[config.mk]
export PLATFORM = sky130hd
export DESIGN_NAME = fib_table
export DESIGN_NICKNAME = d
export VERILOG_FILES = /design/src/rtl/fib_table.sv
export SDC_FILE = /design/constraint.sdc
export NUM_CORES = 2
export LEC_CHECK = 0
export ABC_AREA = 1
export BUFFER_PORTS_ARGS = -buffer_cell sky130_fd_sc_hd__buf_2
export CAP_MARGIN = 15
export CORE_MARGIN = 2
export CORE_UTILIZATION = 57
export CTS_BUF_LIST = sky130_fd_sc_hd__clkbuf_4
export CTS_CLUSTER_SIZE = 10
export DETAILED_ROUTE_END_ITERATION = 12
export PLACE_DENSITY = 0.8
export SLEW_MARGIN = 20
export SYNTH_ARGS = -nofsm -noshare
export SYNTH_HDL_FRONTEND = slang
export SYNTH_SLANG_ARGS = --single-unit
[constraint.sdc]
create_clock -name clk -period 54.6 [get_ports clk]
set_input_delay 8.19 -clock clk [delete_from_list [all_inputs] [get_ports clk]]
set_output_delay 8.19 -clock clk [all_outputs]
set_load 0.005 [all_outputs]
[src/rtl/fib_table.sv]
// fib_table: NDN FIB stage -- deframes SPI packets toward the PIT and frames PIT requests back onto SPI
module fib_table #(
  parameter int PREFIX_W  = 64,
  parameter int META_W    = 8,
  parameter int PAYLOAD_B = 32
) (
  input  logic                clk,
  input  logic                rst,
  input  logic [PREFIX_W-1:0] pit_in_prefix,
  input  logic [META_W-1:0]   pit_in_metadata,
  input  logic                rejected,
  input  logic                fib_out_bit,
  input  logic                start_send_to_pit,
  input  logic [7:0]          data_PIT_to_FIB,
  input  logic                RX_valid,
  input  logic [7:0]          data_SPI_to_FIB,
  output logic [PREFIX_W-1:0] pit_out_prefix,
  output logic                prefix_ready,
  output logic [META_W-1:0]   pit_out_metadata,
  output logic [7:0]          data_FIB_to_PIT,
  output logic                FIB_to_SPI_data_flag,
  output logic [7:0]          data_FIB_to_SPI
);
  localparam int HDR_W = META_W + PREFIX_W;
  localparam int HDR_B = HDR_W / 8;
  localparam int PKT_B = HDR_B + PAYLOAD_B;
  localparam int PW    = $clog2(PAYLOAD_B);
  typedef enum logic [2:0] {I_IDLE, I_HDR, I_PAY, I_ANN, I_CHECK, I_TOPIT} in_st_e;
  typedef enum logic [2:0] {O_IDLE, O_WAIT, O_RXPIT, O_FLAG, O_TX} out_st_e;
  in_st_e      in_st_q;
  out_st_e     out_st_q;
  logic [5:0]  in_cnt_q, out_cnt_q;
  logic [HDR_W-1:0] rx_hdr_q, tx_hdr_q, rx_hdr_d;
  logic [7:0]  in_buf_q  [PAYLOAD_B];
  logic [7:0]  out_buf_q [PAYLOAD_B];
  logic [7:0]  tx_pkt_d  [PKT_B];
  logic [5:0]  tx_last_d;
  // header as it will look once the byte on the SPI bus is shifted in; lets the last header byte announce directly
  always_comb begin
    rx_hdr_d = (in_st_q == I_HDR) ? {rx_hdr_q[HDR_W-9:0], data_SPI_to_FIB} : rx_hdr_q;
  end
  // outbound packet laid out byte by byte: metadata, prefix MSB first, then payload
  always_comb begin
    for (int k = 0; k < HDR_B; k++) tx_pkt_d[k] = tx_hdr_q[HDR_W-1-8*k -: 8];
    for (int k = 0; k < PAYLOAD_B; k++) tx_pkt_d[HDR_B+k] = out_buf_q[k];
    tx_last_d = tx_hdr_q[HDR_W-1] ? 6'(PKT_B-1) : 6'(HDR_B-1);
  end
  // inbound FSM: collect header and payload, announce to the PIT, then stream payload unless rejected
  always_ff @(posedge clk or posedge rst) begin
    if (rst) begin
      in_st_q          <= I_IDLE;
      in_cnt_q         <= '0;
      rx_hdr_q         <= '0;
      in_buf_q         <= '{default: '0};
      pit_out_prefix   <= '0;
      pit_out_metadata <= '0;
      prefix_ready     <= 1'b0;
      data_FIB_to_PIT  <= '0;
    end else begin
      prefix_ready <= 1'b0;
      case (in_st_q)
        I_IDLE: begin
          in_cnt_q <= '0;
          if (RX_valid) in_st_q <= I_HDR;
        end
        I_HDR: begin
          rx_hdr_q <= rx_hdr_d;
          in_cnt_q <= in_cnt_q + 6'd1;
          if (in_cnt_q == 6'(HDR_B-1)) begin
            in_cnt_q <= '0;
            if (rx_hdr_d[HDR_W-1]) in_st_q <= I_PAY;
            else begin
              in_st_q          <= I_ANN;
              prefix_ready     <= 1'b1;
              pit_out_metadata <= rx_hdr_d[HDR_W-1 -: META_W];
              pit_out_prefix   <= rx_hdr_d[PREFIX_W-1:0];
            end
          end
        end
        I_PAY: begin
          in_buf_q[in_cnt_q[PW-1:0]] <= data_SPI_to_FIB;
          in_cnt_q <= in_cnt_q + 6'd1;
          if (in_cnt_q == 6'(PAYLOAD_B-1)) begin
            in_st_q          <= I_ANN;
            prefix_ready     <= 1'b1;
            pit_out_metadata <= rx_hdr_d[HDR_W-1 -: META_W];
            pit_out_prefix   <= rx_hdr_d[PREFIX_W-1:0];
          end
        end
        I_ANN: in_st_q <= I_CHECK;
        I_CHECK: begin
          if (rejected || !pit_out_metadata[META_W-1]) in_st_q <= I_IDLE;
          else begin
            in_st_q         <= I_TOPIT;
            data_FIB_to_PIT <= in_buf_q[0];
            in_cnt_q        <= 6'd1;
          end
        end
        I_TOPIT: begin
          data_FIB_to_PIT <= in_buf_q[in_cnt_q[PW-1:0]];
          in_cnt_q        <= in_cnt_q + 6'd1;
          if (in_cnt_q == 6'(PAYLOAD_B-1)) in_st_q <= I_IDLE;
        end
        default: in_st_q <= I_IDLE;
      endcase
    end
  end
  // outbound FSM: latch PIT request, optionally gather payload, then flag and serialize onto SPI
  always_ff @(posedge clk or posedge rst) begin
    if (rst) begin
      out_st_q             <= O_IDLE;
      out_cnt_q            <= '0;
      tx_hdr_q             <= '0;
      out_buf_q            <= '{default: '0};
      FIB_to_SPI_data_flag <= 1'b0;
      data_FIB_to_SPI      <= '0;
    end else begin
      FIB_to_SPI_data_flag <= 1'b0;
      case (out_st_q)
        O_IDLE: begin
          out_cnt_q <= '0;
          if (fib_out_bit) begin
            tx_hdr_q <= {pit_in_metadata, pit_in_prefix};
            if (pit_in_metadata[META_W-1]) out_st_q <= O_WAIT;
            else begin
              out_st_q             <= O_FLAG;
              FIB_to_SPI_data_flag <= 1'b1;
            end
          end
        end
        O_WAIT: if (start_send_to_pit) out_st_q <= O_RXPIT;
        O_RXPIT: begin
          out_buf_q[out_cnt_q[PW-1:0]] <= data_PIT_to_FIB;
          out_cnt_q <= out_cnt_q + 6'd1;
          if (out_cnt_q == 6'(PAYLOAD_B-1)) begin
            out_cnt_q            <= '0;
            out_st_q             <= O_FLAG;
            FIB_to_SPI_data_flag <= 1'b1;
          end
        end
        O_FLAG, O_TX: begin
          data_FIB_to_SPI <= tx_pkt_d[out_cnt_q];
          out_cnt_q       <= out_cnt_q + 6'd1;
          out_st_q        <= (out_cnt_q == tx_last_d) ? O_IDLE : O_TX;
        end
        default: out_st_q <= O_IDLE;
      endcase
    end
  end
endmodule

==> Word-level counts from Yosys, hierarchy flattened <==
Index checks and enable logic that the tools add are counted.
{ "classes": {"n_reduce_logical": 18, "mux": 50, "bitwise": 3, "order_cmp": 5, "n_eq_ne": 22, "addsub": 2} }
{ "ops": {"columns": ["operator", "n"], "rows": [
  ["$bwmux W256", 2],
  ["$mux W64", 3],
  ["$pmux W64 S2", 1],
  ["$demux W8 S5", 2],
  ["$mux W8", 10],
  ["$mux W72", 1],
  ["$bmux W8 S6", 1],
  ["$bmux W8 S5", 1],
  ["$pmux W8 S2", 2],
  ["$mux W3", 9],
  ["$mux W6", 4],
  ["$pmux W6 S4", 1],
  ["$pmux W3 S6", 1],
  ["$pmux W6 S3", 1],
  ["$ne A2 B2 Y1 const B", 8],
  ["$add A6 B1 Y6 const B", 2],
  ["$eq A3 B2 Y1 const B", 4],
  ["$eq A6 B5 Y1 const B", 2],
  ["$ge A6 B6 Y1 const B", 2],
  ["$lt A6 B1 Y1 const B", 2],
  ["$not A5 Y6", 2],
  ["$pmux W3 S4", 1],
  ["$eq A3 B3 Y1 const B", 3],
  ["$reduce_and A4 Y1", 2],
  ["other kinds (19)", 33]
]} }
{ "totals": {"input_bits": 94, "wordCells": 176, "reg_bits": 764, "output_inout_bits": 90} }

==> Longest topological paths before layout <==
{ "depth": {"depth_word": 6, "ltp_mapped": 13, "mapped_depth_nobuf": 10} }

==> Worst setup path after synthesis <==
No wires, ideal clock.
{ "synth_path": {"kind": "input -> register", "startpoint": "input port fib_out_bit", "endpoint": "register tx_hdr_q[10]", "t_arrival_ns": 9.160, "slack_ns": 45.308, "cell_stages": 5, "setup_time_ns": 0.133, "required_ns": 54.467, "path_buffers": 3, "path_cell_list": "nand3_1 > clkbuf_1 > clkbuf_1 > buf_1 > a21oi_1"} }
{ "synth_via": {"elab_chain_len": 1} }
{ "synth_lines": {"columns": ["element", "line", "source"], "rows": [
  ["from (decl)", "12", "input logic fib_out_bit,"],
  ["$reduce_and A2 Y1 (no source line)", null, null],
  ["to (signal assigned)", "123", "tx_hdr_q <= {pit_in_metadata, pit_in_prefix};"],
  ["to (decl)", "33", "logic [HDR_W-1:0] rx_hdr_q, tx_hdr_q, rx_hdr_d;"]
]} }
No other way between the ends.
A chain may end at the register's enable or synchronous reset.

==> flow_summary.yaml <==
detailed_routing:
  firstDrtPassIters: 6
  ant_nets: 0
  drcViolationCount: 0
  viasPerCell: 5.42
  detail_route.iter0.violations: 3054
  wl_per_cell_um: 16.5
  vias: 29700
  routed_wirelength_mm: 90.3
sta:
  rsz0062_at_grt: "false"
  fin_hold_ws_ns: 0.478
  skew_ns: 0.0784
  fmax_mhz: 94.8
  worstMarginPinSlew_ns: 1.15
  final_hold_viol_count: 0
  layout_setup_ws_ns: 44.05
  final-setup-viol-count: 0
  slew_viol_final: 0
  finalCriticalPeriod_ns: 10.55
  fin_crit_sh: 0.193
  fin_tns_setup_ns: 0
  slew_headroom: 0.228
grt:
  grt_max_degree: 131
  antenna_found_initial: 6
  track_usage: 0.290
  grt_first_pass_wirelength_mm: 147
  grt-ovfl-total: 0
  grt_pass1_vias: 28800
logic_synthesis:
  yosysSeqAreaShare: 0.549
  yosysWarnings: 0
  synth_cell_types: 36
  syn_nets: 4523
  synth_seq_cells: 764
  syn_area_mm2: 0.0348
  syn_inst: 4421
  synth_area_per_cell_um2: 7.88
power:
  powerDensity_mw_per_mm2: 39.8
  power_leakage_nw: 19.4
  vdd_ir_drop_max_uv: 32.9
  p_total_mw: 1.52
die:
  row_count: 90
  fp.coreArea_mm2: 0.0604
  start_util: 0.577
  die_w_um: 251
  die_y_um: 251
  ios: 184
  die_area_mm2: 0.0631
placement:
  place_ws_ns: 42.80
  hpwl_mm: 55.8
  place_inst: 5144
  placed_area_mm2: 0.0359
  place_congestion: 0.925
  port_buffers: 183
run_status:
  status: "finished clean"
clock_network:
  htree_levels: 4
  post_cts_resized: 0
  clockRootBuffer: "clkbuf_4"
  clkLatencyLatePin_ns: 1.04
  cts_buffer_depth: 3
  cts_setup_buffers: 0
  cts_sinks: 764
  holdBufCountCts: 0
  numCtsBuffers: 191
  cts.clk_slew.worst_paths_ns: 0.06
  cts_tree: "done"
cells_and_area:
  fin_cells: 5477
  final_area_mm2: 0.0382
  fillerInstances: 5100
  drive_gt1_frac: 0.120
  layout.nets: 4657
  final_core_util: 0.632
  area_delta_synth_final_pct: 9.61
worst_setup_path:
  crit_type: "in2async"
  arrival_ns: 11.56
  end_kind: "async pin"
  start_kind: "input pin"
  cp.required_ns: 55.61
  critPathMaxFanout: 130
hold_path:
  hold_path_class: "reg2reg"
flow_run:
  maxCapViolations: 0
[final timing paths]
path,cells after the start,slack (ns),endpoint,start
hold / removal,2,0.48,in_buf_q[117]$_DFFE_PP0P_,in_buf_q[117]$_DFFE_PP0P_
hold reg to reg,2,0.48,in_buf_q[117]$_DFFE_PP0P_,in_buf_q[117]$_DFFE_PP0P_
max in group clk,1,44.77,pit_out_prefix[1],pit_out_prefix[1]$_DFFE_PP0P_
setup / recovery,5,44.05,out_buf_q[87]$_DFFE_PP0P_,rst
setup reg to reg,9,50.66,pit_out_prefix[51]$_DFFE_PP0P_,in_cnt_q[0]$_DFFE_PP0P_
min in group asynchronous,2,7.30,in_buf_q[183]$_DFFE_PP0P_,rst
[worst max-delay path, stage by stage]
cell and delay (ns):
buf_2 0.13, inv_8 0.47, buf_4 0.84, buf_4 0.83, buf_4 0.84
[synthesized netlist by cell type]
cell / n / area, um2
buf_1: 18 / 67.6
nor3b_1: 2 / 15.0
buf_4: 7 / 52.6
nor4b_1: 1 / 8.76
o31ai_1: 1 / 7.51
a211oi_1: 1 / 7.51
clkbuf_1: 186 / 698
buf_6: 2 / 22.5
nand4_1: 1 / 6.26
inv_2: 12 / 45.0
dfrtp_1: 764 / 19100
o21ai_0: 699 / 3500
o221ai_1: 1 / 8.76
nor2_2: 15 / 93.8
nand2_2: 2 / 12.5
ha_1: 8 / 100
nor2_4: 17 / 191
clkbuf_2: 1 / 5.00
nand3b_1: 8 / 60.1
inv_1: 389 / 1460
a21oi_1: 158 / 791
nor3_2: 2 / 20.0
nand3_1: 177 / 886
a21oi_2: 1 / 8.76
o21ai_2: 1 / 8.76
o22ai_1: 18 / 113
clkinv_1: 3 / 11.3
nand2_1: 1393 / 5230
buf_2: 61 / 305
nor3_1: 10 / 50.1
nor2_1: 396 / 1490
a31oi_1: 32 / 200
o211ai_1: 16 / 120
o21ai_1: 15 / 75.1
nor3_4: 2 / 32.5
o2111ai_1: 1 / 8.76
[cell families after synthesis]
family | count (synthesis) | synth area share
fa+ha+maj | 8 | 0.00287
flops | 764 | 0.549
simple gates | 2026 | 0.232
compound gates | 944 | 0.139
buf+inv | 679 | 0.0766
[final cells by class]
cell class,count,area [um2],area share
Clock inverter,58,290,0.00760
Inverter,404,1530,0.0400
Antenna cell,8,20.0,0.000524
Multi-Input combinational cell,2978,13100,0.342
Sequential cell,764,19100,0.501
Tap cell,782,978,0.0256
Clock buffer,267,2000,0.0525
Timing Repair Buffer,216,1170,0.0306
[per-layer routing]
layer  vias up  wire length, um  track usage
met2      1137            43200        0.463
met3       220             5980       0.0473
met4         0             3710        0.156
met1     13900            37500        0.384
met5         -                0            0
li1      14400                -            -
[report_power, final]
| group | internal, mW | leakage, nW | switching (mW) |
|---|---|---|---|
| clock | 0.234 | 1.39 | 0.229 |
| sequential | 0.651 | 8.22 | 0.0552 |
| combinational | 0.110 | 9.75 | 0.238 |
| total | 0.995 | 19.4 | 0.523 |
[sequential cells by signal, summed over array words and instances, names as in the netlist, 8 cells and up]
name	count
in_buf_q	256
pit_out_prefix	64
out_buf_q	256
data_FIB_to_SPI	8
pit_out_metadata	8
rx_hdr_q	72
data_FIB_to_PIT	8
tx_hdr_q	72
[cells in the final DEF, fill, tap and decap left out, types with 2 or more instances in the layout]
cell type and instances:
o21ai_1 15, nand2_1 1393, o211ai_1 16, buf_2 183, nand3b_1 8, nand3_1 176
dfrtp_2 2, nor2_2 14, a31oi_1 32, nor3b_1 2, nor3_2 2, o21ai_0 699
a21oi_1 158, bufinv_16 2, diode_2 8, clkinv_2 9, nor3_4 2, o22ai_1 18
nor2_1 396, inv_2 21, inv_1 387, nor3_1 10, nor2_4 18, buf_4 32
dfrtp_4 2, dfrtp_1 760, clkinv_1 39, nand2_2 2, clkbuf_4 267, ha_1 8
No activity file was read; power rests on OpenSTA's default activity.
